$ cat src/rtl/rv_pkg.sv
// -----------------------------------------------------------------------------
// rv_pkg
// Shared definitions for the write-back path: datapath widths, buffer depth,
// the write-back request record and the write-port source selector.
// -----------------------------------------------------------------------------
package rv_pkg;

   localparam int unsigned XLEN          = 32;
   localparam int unsigned REG_ADDR_W    = 5;
   localparam int unsigned WB_FIFO_DEPTH = 2;
   localparam int unsigned NUM_REGS      = 1 << REG_ADDR_W;

   // One register-file write: destination register and value.
   typedef struct packed {
      logic [REG_ADDR_W-1:0] rd;
      logic [XLEN-1:0]       data;
   } wb_req_t;

   // Which source drives the write port in a given cycle.
   typedef enum logic [1:0] {
      WB_SRC_NONE   = 2'd0,
      WB_SRC_ALU    = 2'd1,
      WB_SRC_FIFO   = 2'd2,
      WB_SRC_BYPASS = 2'd3
   } wb_src_e;

   // x0 is hard-wired to zero and never written or tracked.
   function automatic logic is_x0(input logic [REG_ADDR_W-1:0] addr);
      return addr == '0;
   endfunction

endpackage

$ cat src/rtl/wb_fifo.sv
// -----------------------------------------------------------------------------
// wb_fifo
// Small show-ahead FIFO of write-back requests. The head entry is visible
// combinationally whenever the FIFO is non-empty; pop consumes it.
// Push and pop may happen in the same cycle. A push while full or a pop
// while empty is ignored, so entries are never overwritten or reordered.
//
// Ports
//   clk        in   clock (rising edge)
//   rst_n      in   synchronous active-low reset, empties the FIFO
//   push       in   write push_data at the tail
//   push_data  in   request to store
//   pop        in   discard the head entry
//   head       out  oldest entry (valid while empty=0)
//   full       out  DEPTH entries stored
//   empty      out  no entries stored
// -----------------------------------------------------------------------------
module wb_fifo
   import rv_pkg::*;
#(
   parameter int unsigned DEPTH = WB_FIFO_DEPTH
) (
   input  logic    clk,
   input  logic    rst_n,
   input  logic    push,
   input  wb_req_t push_data,
   input  logic    pop,
   output wb_req_t head,
   output logic    full,
   output logic    empty
);

   localparam int unsigned PTR_W = (DEPTH > 1) ? $clog2(DEPTH) : 1;
   localparam int unsigned CNT_W = $clog2(DEPTH + 1);

   wb_req_t          mem [DEPTH];
   logic [PTR_W-1:0] wr_ptr;
   logic [PTR_W-1:0] rd_ptr;
   logic [CNT_W-1:0] count;
   logic             push_ok;
   logic             pop_ok;

   // Pointers wrap explicitly so non-power-of-two depths also work.
   function automatic logic [PTR_W-1:0] ptr_inc(input logic [PTR_W-1:0] ptr);
      if (ptr == PTR_W'(DEPTH - 1))
         return '0;
      return ptr + 1'b1;
   endfunction

   assign full    = (count == CNT_W'(DEPTH));
   assign empty   = (count == '0);
   assign push_ok = push & ~full;
   assign pop_ok  = pop & ~empty;
   assign head    = mem[rd_ptr];

   always_ff @(posedge clk) begin
      if (!rst_n) begin
         wr_ptr <= '0;
         rd_ptr <= '0;
         count  <= '0;
      end else begin
         if (push_ok)
            wr_ptr <= ptr_inc(wr_ptr);
         if (pop_ok)
            rd_ptr <= ptr_inc(rd_ptr);
         case ({push_ok, pop_ok})
            2'b10:   count <= count + 1'b1;
            2'b01:   count <= count - 1'b1;
            default: count <= count;
         endcase
      end
   end

   // Storage needs no reset: an entry is only read after it has been pushed.
   always_ff @(posedge clk) begin
      if (push_ok)
         mem[wr_ptr] <= push_data;
   end

endmodule

$ cat src/rtl/rf_wb_ctrl.sv
// -----------------------------------------------------------------------------
// rf_wb_ctrl
// Register-file write-back arbiter with a pending-write scoreboard.
// The ALU result always wins the single write port. LSU results are
// handshaked into a small FIFO and drained in order whenever the ALU is
// idle; with the FIFO empty an accepted LSU result bypasses straight to
// the port. Writes to x0 are dropped but still consume their source.
// A per-register pending bit is set when a long-latency op issues and
// cleared once its LSU write has been presented on the write port.
//
// Ports
//   i_clk, i_rst_n                     clock, synchronous active-low reset
//   i_alu_valid/i_alu_rd/i_alu_data    single-cycle ALU result, no stall
//   i_lsu_valid/i_lsu_rd/i_lsu_data    LSU result, accepted when o_lsu_ready
//   o_lsu_ready                        FIFO has room
//   i_issue_valid/i_issue_rd           long-latency op issued, rd pending
//   i_rs1_addr/i_rs2_addr              operand addresses to check
//   o_rs1_busy/o_rs2_busy              operand has a pending write
//   o_rd_wren/o_rd_addr/o_rd_data      registered register-file write port
// -----------------------------------------------------------------------------
module rf_wb_ctrl
   import rv_pkg::*;
(
   input  logic                  i_clk,
   input  logic                  i_rst_n,
   input  logic                  i_alu_valid,
   input  logic [REG_ADDR_W-1:0] i_alu_rd,
   input  logic [XLEN-1:0]       i_alu_data,
   input  logic                  i_lsu_valid,
   input  logic [REG_ADDR_W-1:0] i_lsu_rd,
   input  logic [XLEN-1:0]       i_lsu_data,
   output logic                  o_lsu_ready,
   input  logic                  i_issue_valid,
   input  logic [REG_ADDR_W-1:0] i_issue_rd,
   input  logic [REG_ADDR_W-1:0] i_rs1_addr,
   input  logic [REG_ADDR_W-1:0] i_rs2_addr,
   output logic                  o_rs1_busy,
   output logic                  o_rs2_busy,
   output logic                  o_rd_wren,
   output logic [REG_ADDR_W-1:0] o_rd_addr,
   output logic [XLEN-1:0]       o_rd_data
);

   wb_req_t               fifo_head;
   wb_req_t               lsu_req;
   wb_req_t               sel;
   wb_src_e               src;
   logic                  fifo_full;
   logic                  fifo_empty;
   logic                  fifo_push;
   logic                  fifo_pop;
   logic                  lsu_fire;
   logic                  wr_en;
   logic                  wr_from_lsu;
   logic                  rd_is_lsu;
   logic [NUM_REGS-1:0]   pending;
   logic [NUM_REGS-1:0]   pending_nxt;

   assign lsu_req = '{rd: i_lsu_rd, data: i_lsu_data};

   // Ready depends only on the registered fill level (and reset), never on
   // this cycle's valids, so a full FIFO refuses even when it is popping.
   assign o_lsu_ready = i_rst_n & ~fifo_full;
   assign lsu_fire    = i_lsu_valid & o_lsu_ready;

   wb_fifo #(
      .DEPTH (WB_FIFO_DEPTH)
   ) u_wb_fifo (
      .clk       (i_clk),
      .rst_n     (i_rst_n),
      .push      (fifo_push),
      .push_data (lsu_req),
      .pop       (fifo_pop),
      .head      (fifo_head),
      .full      (fifo_full),
      .empty     (fifo_empty)
   );

   // Source selection. Buffered entries are older than a new LSU result, so
   // the new result is only bypassed when nothing is waiting in the FIFO.
   always_comb begin
      src       = WB_SRC_NONE;
      sel       = '0;
      fifo_push = 1'b0;
      fifo_pop  = 1'b0;
      if (i_alu_valid) begin
         src       = WB_SRC_ALU;
         sel       = '{rd: i_alu_rd, data: i_alu_data};
         fifo_push = lsu_fire;
      end else if (!fifo_empty) begin
         src       = WB_SRC_FIFO;
         sel       = fifo_head;
         fifo_pop  = 1'b1;
         fifo_push = lsu_fire;
      end else if (lsu_fire) begin
         src       = WB_SRC_BYPASS;
         sel       = lsu_req;
      end
   end

   assign wr_en       = (src != WB_SRC_NONE) && !is_x0(sel.rd);
   assign wr_from_lsu = (src == WB_SRC_FIFO) || (src == WB_SRC_BYPASS);

   // Address and data only move on a real write so they hold otherwise.
   always_ff @(posedge i_clk) begin
      if (!i_rst_n) begin
         o_rd_wren <= 1'b0;
         o_rd_addr <= '0;
         o_rd_data <= '0;
         rd_is_lsu <= 1'b0;
      end else begin
         o_rd_wren <= wr_en;
         rd_is_lsu <= wr_en & wr_from_lsu;
         if (wr_en) begin
            o_rd_addr <= sel.rd;
            o_rd_data <= sel.data;
         end
      end
   end

   // Clear is taken from the registered port so the bit drops only after the
   // write is visible; a same-cycle issue to that rd is applied last and wins.
   always_comb begin
      pending_nxt = pending;
      if (rd_is_lsu)
         pending_nxt[o_rd_addr] = 1'b0;
      if (i_issue_valid && !is_x0(i_issue_rd))
         pending_nxt[i_issue_rd] = 1'b1;
   end

   always_ff @(posedge i_clk) begin
      if (!i_rst_n)
         pending <= '0;
      else
         pending <= pending_nxt;
   end

   assign o_rs1_busy = !is_x0(i_rs1_addr) && pending[i_rs1_addr];
   assign o_rs2_busy = !is_x0(i_rs2_addr) && pending[i_rs2_addr];

endmodule
$ cat config.mk
export PLATFORM = sky130hd
export DESIGN_NAME = rf_wb_ctrl
export DESIGN_NICKNAME = d
export VERILOG_FILES = /design/src/rtl/rv_pkg.sv /design/src/rtl/wb_fifo.sv /design/src/rtl/rf_wb_ctrl.sv
export SDC_FILE = /design/constraint.sdc
export NUM_CORES = 1
export LEC_CHECK = 0
export CAP_MARGIN = 20
export CORE_ASPECT_RATIO = 1.4
export CORE_MARGIN = 1.5
export CORE_UTILIZATION = 35
export CTS_CLUSTER_DIAMETER = 120
export DETAILED_ROUTE_END_ITERATION = 16
export PLACE_DENSITY = 0.55
export SLEW_MARGIN = 5
export SYNTH_ARGS = -nofsm -noshare
export SYNTH_HDL_FRONTEND = slang
export SYNTH_HIERARCHICAL = 1
export SYNTH_SLANG_ARGS = --single-unit
$ cat constraint.sdc
create_clock -name i_clk -period 3.12 [get_ports i_clk]
set_input_delay 0.624 -clock i_clk [delete_from_list [all_inputs] [get_ports i_clk]]
set_output_delay 0.624 -clock i_clk [all_outputs]
set_load 0.02 [all_outputs]
## After elaboration in Yosys (flattened, before gate mapping)

Memory sizes are Yosys's and may differ from the RTL's. A register that Yosys moved wholly into a read port is not among the register bits.
Index checks and enable logic that the tools add are counted.

| word-level totals | value |
|---|---|
| register bits | 75 |
| output and inout bits | 41 |
| memories | 1 |
| bits in writable memories | 74 |
| logic and storage cells | 87 |
| input port bits | 94 |

Memory list:

| name | depth | width | rd ports | clocked after Yosys merged registers in | write ports | RTL line | RTL |
|---|---|---|---|---|---|---|---|
| u_wb_fifo.mem | 2 | 37 | 1 | 1 | 1 | wb_fifo.sv:36 | `wb_req_t mem [DEPTH];` |

| cells by class | value |
|---|---|
| add/subtract/negate cells | 4 |
| multiplexer cells | 35 |
| equal/unequal tests | 5 |
| reduce and logical (&&, ||, !) cells | 18 |
| order comparisons | 6 |
| bitwise logic cells | 10 |

Operators by type and width:

| cell | number |
|---|---|
| 37-bit two-way mux | 3 |
| 32-bit two-way mux | 2 |
| 32-bit bitwise AND | 1 |
| 32-bit inverter | 1 |
| 32-bit bitwise OR | 1 |
| 5-bit by 6-bit < comparator with 1-bit output, second input constant | 4 |
| 1-bit two-way mux | 22 |
| 5-bit zero test | 4 |
| 1-bit binary-select mux with 5-bit select | 2 |
| 1-bit demux with 5-bit select | 2 |
| 5-bit by 1-bit greater-or-equal comparator with 1-bit output, second input constant | 2 |
| 2-bit == test, second input constant | 4 |
| 1-bit logical AND | 6 |
| 2-bit two-way mux | 3 |
| 1-bit bitwise AND | 5 |
| 1-bit zero test | 4 |
| 2-bit one-hot mux with 2 select lines | 1 |
| 2-bit nonzero test | 2 |
| 1-bit adder, second input constant | 2 |
| 2-bit by 1-bit adder with 2-bit output, second input constant | 1 |
| 2-bit by 1-bit == test with 1-bit output, second input constant | 1 |
| 2-bit zero test | 1 |
| 1-bit inverter | 2 |
| 2-bit by 1-bit subtractor with 2-bit output, second input constant | 1 |
| 1-bit logical OR | 1 |

## Depth between registers and ports, before layout

| depth | value |
|---|---|
| depth in word-level cells | 11 |
| mapped depth | 9 |
| gate-level depth less buffers | 9 |

## Cells and area by module

The synthesis kept the hierarchy.

By module, submodules not included:

| module | area each (um^2) | cells an instance | times used |
|---|---|---|---|
| rf_wb_ctrl | 3991.3 | 443 | 1 |
| wb_fifo | 2895.3 | 141 | 1 |

## Worst setup path after synthesis

No wires, ideal clock.

| path | value |
|---|---|
| path type | input to register |
| start point | input port i_rst_n |
| end point | memory u_wb_fifo/mem[0][0] (netlist bit) (enable) |
| buffers on the path | 1 |
| path slack | 0.556 ns |
| library setup time | 0.392 ns |
| cell stages on the path | 6 |
| required time | 2.728 ns |
| arrival | 2.172 ns |
| path through | buf_4 nand3b_2 nor2_1 inv_1 or3_1 inv_1 |

| on the way | value |
|---|---|
| cells in the longest elaborated chain, start to end | 7 |

RTL lines:

| element | RTL line | RTL |
|---|---|---|
| start, declared | rf_wb_ctrl.sv:25 | `input logic i_rst_n,` |
| 1-bit bitwise AND * | rf_wb_ctrl.sv:63 | `assign o_lsu_ready = i_rst_n & ~fifo_full;` |
| 1-bit bitwise AND * | rf_wb_ctrl.sv:64 | `assign lsu_fire = i_lsu_valid & o_lsu_ready;` |
| 1-bit two-way mux | rf_wb_ctrl.sv:90 | `end else if (!fifo_empty) begin` |
| 1-bit two-way mux * | rf_wb_ctrl.sv:86 | `if (i_alu_valid) begin` |
| named net fifo_push | rf_wb_ctrl.sv:50 | `logic fifo_push;` |
| 1-bit bitwise AND * | wb_fifo.sv:52 | `assign push_ok = push & ~full;` |
| 1-bit two-way mux * | wb_fifo.sv:76 | `if (push_ok)` |
| 1-bit two-way mux (not written as such) * | wb_fifo.sv:77 | `mem[wr_ptr] <= push_data;` |
| end, declared | wb_fifo.sv:36 |  |

The timed path passes the listed nets; every way through them passes the cells marked *.

## Final worst setup path

| path | value |
|---|---|
| start point | input port i_rs2_addr[0] |
| end point | output port o_rs2_busy |

| on the way | value |
|---|---|
| cells in the longest elaborated chain, start to end | 3 |

RTL lines:

| element | RTL line | RTL |
|---|---|---|
| start, declared | rf_wb_ctrl.sv:36 | `input logic [REG_ADDR_W-1:0] i_rs2_addr,` |
| 1-bit binary-select mux with 5-bit select / 5-bit zero test (equally long branches) | rf_wb_ctrl.sv:139, rv_pkg.sv:29 |  |
| 1-bit two-way mux (not written as such) / 1-bit zero test (equally long branches) | rf_wb_ctrl.sv:139 | `assign o_rs2_busy = !is_x0(i_rs2_addr) && pending[i_rs2_addr];` |
| 1-bit logical AND * | rf_wb_ctrl.sv:139 |  |
| end, declared | rf_wb_ctrl.sv:38 | `output logic o_rs2_busy,` |

Mark *: on every way between the ends. The rest lies on a longest branch, timed or not. The select of a mux whose other input is x is not followed.

==> impl_metrics.yaml <==
run_status:
  outcome: "finished, final reports clean"
floorplanning:
  io_pins: 135
  coreArea_um2: 19200
  die_w_um: 122
  initial_core_util_pct: 35.8
  num_rows: 60
  dieArea_um2: 20500
  dieHeight_um: 169
setup_path:
  arrival_ns: 2.35
  slowest_delay_ns: 0.56
  cp-start-kind: "input pin"
  cp_cell_sequence: "clkdlybuf4s15_1 -> mux4_2 -> nor3b_1 -> a21oi_1 -> o2111a_1 -> dlygate4sd2_1"
  path_max_fanout: 6
  crit_slowest_cell: "mux4_2"
  end_kind: "primary output"
  path_class: "in2out"
  required_ns: 2.50
cells_and_area:
  layout_commonest_cell: "clkdlybuf4s50_1"
  syn_to_final_growth_pct: 32.7
  fin_nets: 811
  drive_gt1_share_pct: 16.2
  final_cell_mix: "clkdlybuf4s50_1, dfxtp_1, edfxtp_1, nand2_1, mux2_2"
  final_cells: 977
  diodes: 0
placement:
  dpl.cell_count: 945
  dp_worst_setup_slack_ns: -0.377
  portBuffers: 134
  dp_hpwl_um: 13400
  gp_congestion: 0.897
power_and_ir_drop:
  power_leakage_nw: 3.08
  power_density_nw_per_um2: 549
  fin_total_pwr_mw: 5.02
  ir_worst_vdd_mv: 0.310
sta:
  finalCriticalPeriod_ns: 2.97
  clock_skew_ns: 0.0150
  hold_viol_final: 0
  max_freq_ghz: 0.337
  timing.hold.ws_ns: 0.461
  relSlewSlack_pct: 49.8
  setup_viol: 0
  finalCritPeriodShare_pct: 95.2
  worst_slew_pin_slew_ns: 0.752
  tns_ns: 0
  drv_slew: 0
  rsz0062_at_grt: "false"
  worst_slack_ns: 0.149
yosys:
  synth_edf_count: 74
  synthFlopType: "dfxtp_1"
  ys_top_cells_by_area: "edfxtp_1, dfxtp_1, mux2_2, mux2i_1, a221o_1"
  async_flop_share_pct: 0
  synth_nets: 679
  ys_seq_area_share_pct: 54.1
  synthesis.area_um2: 6890
  netlist_instances: 584
  syn-mean-instance-area_um2: 11.8
  synth_top_area_cell: "edfxtp_1"
  synth_top_area_share_pct: 32.3
  synth-seq-cells: 149
  synth.distinct_cells: 48
  yosysWarnings: 6
detailed_routing:
  drt-total-wl_um: 19000
  drtPass1Iterations: 5
  routedWlPerCell_um: 19.4
  dr_total_vias: 5331
  drc: 0
  drtIter0Drc: 300
  viasPerCell: 5.46
  ant_nets: 0
job:
  maxCapViolations: 0
grt:
  grtUsageTotal_pct: 18.9
  grt_first_pass_wirelength_um: 29700
  grt_pass1_vias: 5539
  grt_max_degree: 45
  antenna_found_initial: 0
  grt_overflow: 0
cts:
  cts_tree: "built"
  clock_latency_ns: 0.42
  cts_root_buffer: "clkbuf_16"
  cts_num_sinks: 149
  htree_levels: 4
  cts_buffers: 17
  post-cts-setup-buffer-count: 0
  ctsResizeCount: 5
  cts_hold_buffers: 0
  cts_buffer_depth: 2
  cts.clk_slew.worst_paths_ns: 0.06
hold_path:
  hold_path_class: "reg2reg"
## per-layer routing
metal | vias up | GRT usage, % | routed length, um | part of all wire (%)
li1 | 2512 | - | - | -
met1 | 2593 | 22.1 | 7380 | 39
met2 | 199 | 33.1 | 9910 | 52
met3 | 27 | 4.65 | 1160 | 6.1
met4 | 0 | 7.47 | 514 | 2.7
met5 | - | 0 | 0 | 0
## layout make-up
class | instances | area [um2]
fill | 1842 | 10100
sequential | 149 | 3720
multi-input combinational | 384 | 2930
timing repair buffer | 157 | 1540
clock buffer | 19 | 433
tap | 248 | 310
clock inverter | 13 | 174
inverter | 7 | 26.3
## stage by stage
step | util (%) | area, um2
after floorplan | - | 6890
after global placement | 44.4 | 8530
after detailed placement | 44.4 | 8530
after CTS | 47.5 | 9130
after global routing | 47.5 | 9140
final | 47.5 | 9140
## worst max-delay path, delay by kind of cell
family,cells,cell delay (ns)
buffers and inverters,2,0.67
multiplexers,1,0.56
AO/OA/AOI/OAI,2,0.29
AND/OR/NAND/NOR,1,0.19
## report_power, final
group	internal, mW	switching (mW)	total (mW)
clock	1.27	0.844	2.12
sequential	2.14	0.0478	2.19
combinational	0.356	0.359	0.715
total	3.77	1.25	5.02
## synthesized netlist by cell type (4+ instances only)
master	instances
edfxtp_1	74
inv_1	4
nor3b_1	10
nand2_1	72
o21ai_0	34
mux2_2	39
mux4_2	14
mux2i_1	34
buf_2	11
clkbuf_1	22
o211ai_1	34
nor3_1	4
and3b_1	5
a21oi_1	36
buf_4	5
a221o_1	33
nor2_1	16
dfxtp_1	75
nand3_1	4
nand3b_1	5
## registers in the layout, indices dropped and copies added (netlist names), named ones only
register and flops:
u_wb_fifo/rd_ptr 1, o_rd_data 32, rd_is_lsu 1, u_wb_fifo/count 2, u_wb_fifo/wr_ptr 1, u_wb_fifo/mem 74
o_rd_addr 5, o_rd_wren 1, pending 31
## path summary, 6_finish.rpt
| kind | slack (ns) | from | end | depth (start not counted) |
|---|---|---|---|---|
| min | 0.46 | o_rd_data[28] | o_rd_data[28] | 2 |
| max | 0.15 | i_rs2_addr[0] | o_rs2_busy | 6 |
| min reg2reg | 0.46 | o_rd_data[28] | o_rd_data[28] | 2 |
| max reg2reg | 0.63 | flip-flop | o_rd_data[5] | 7 |
## kinds of logic after synthesis
logic type / count (synthesis) / share of synthesized area (%)
AND/OR/NAND/NOR: 136 / 9.72
adder cells (fa/ha/maj): 1 / 0.182
buffers and inverters: 51 / 3.58
AO/OA/AOI/OAI: 157 / 16.2
multiplexers: 87 / 15.9
XOR/XNOR: 3 / 0.382
flip-flops: 149 / 54.1
Note: power is estimated with default switching activity, not from simulation.
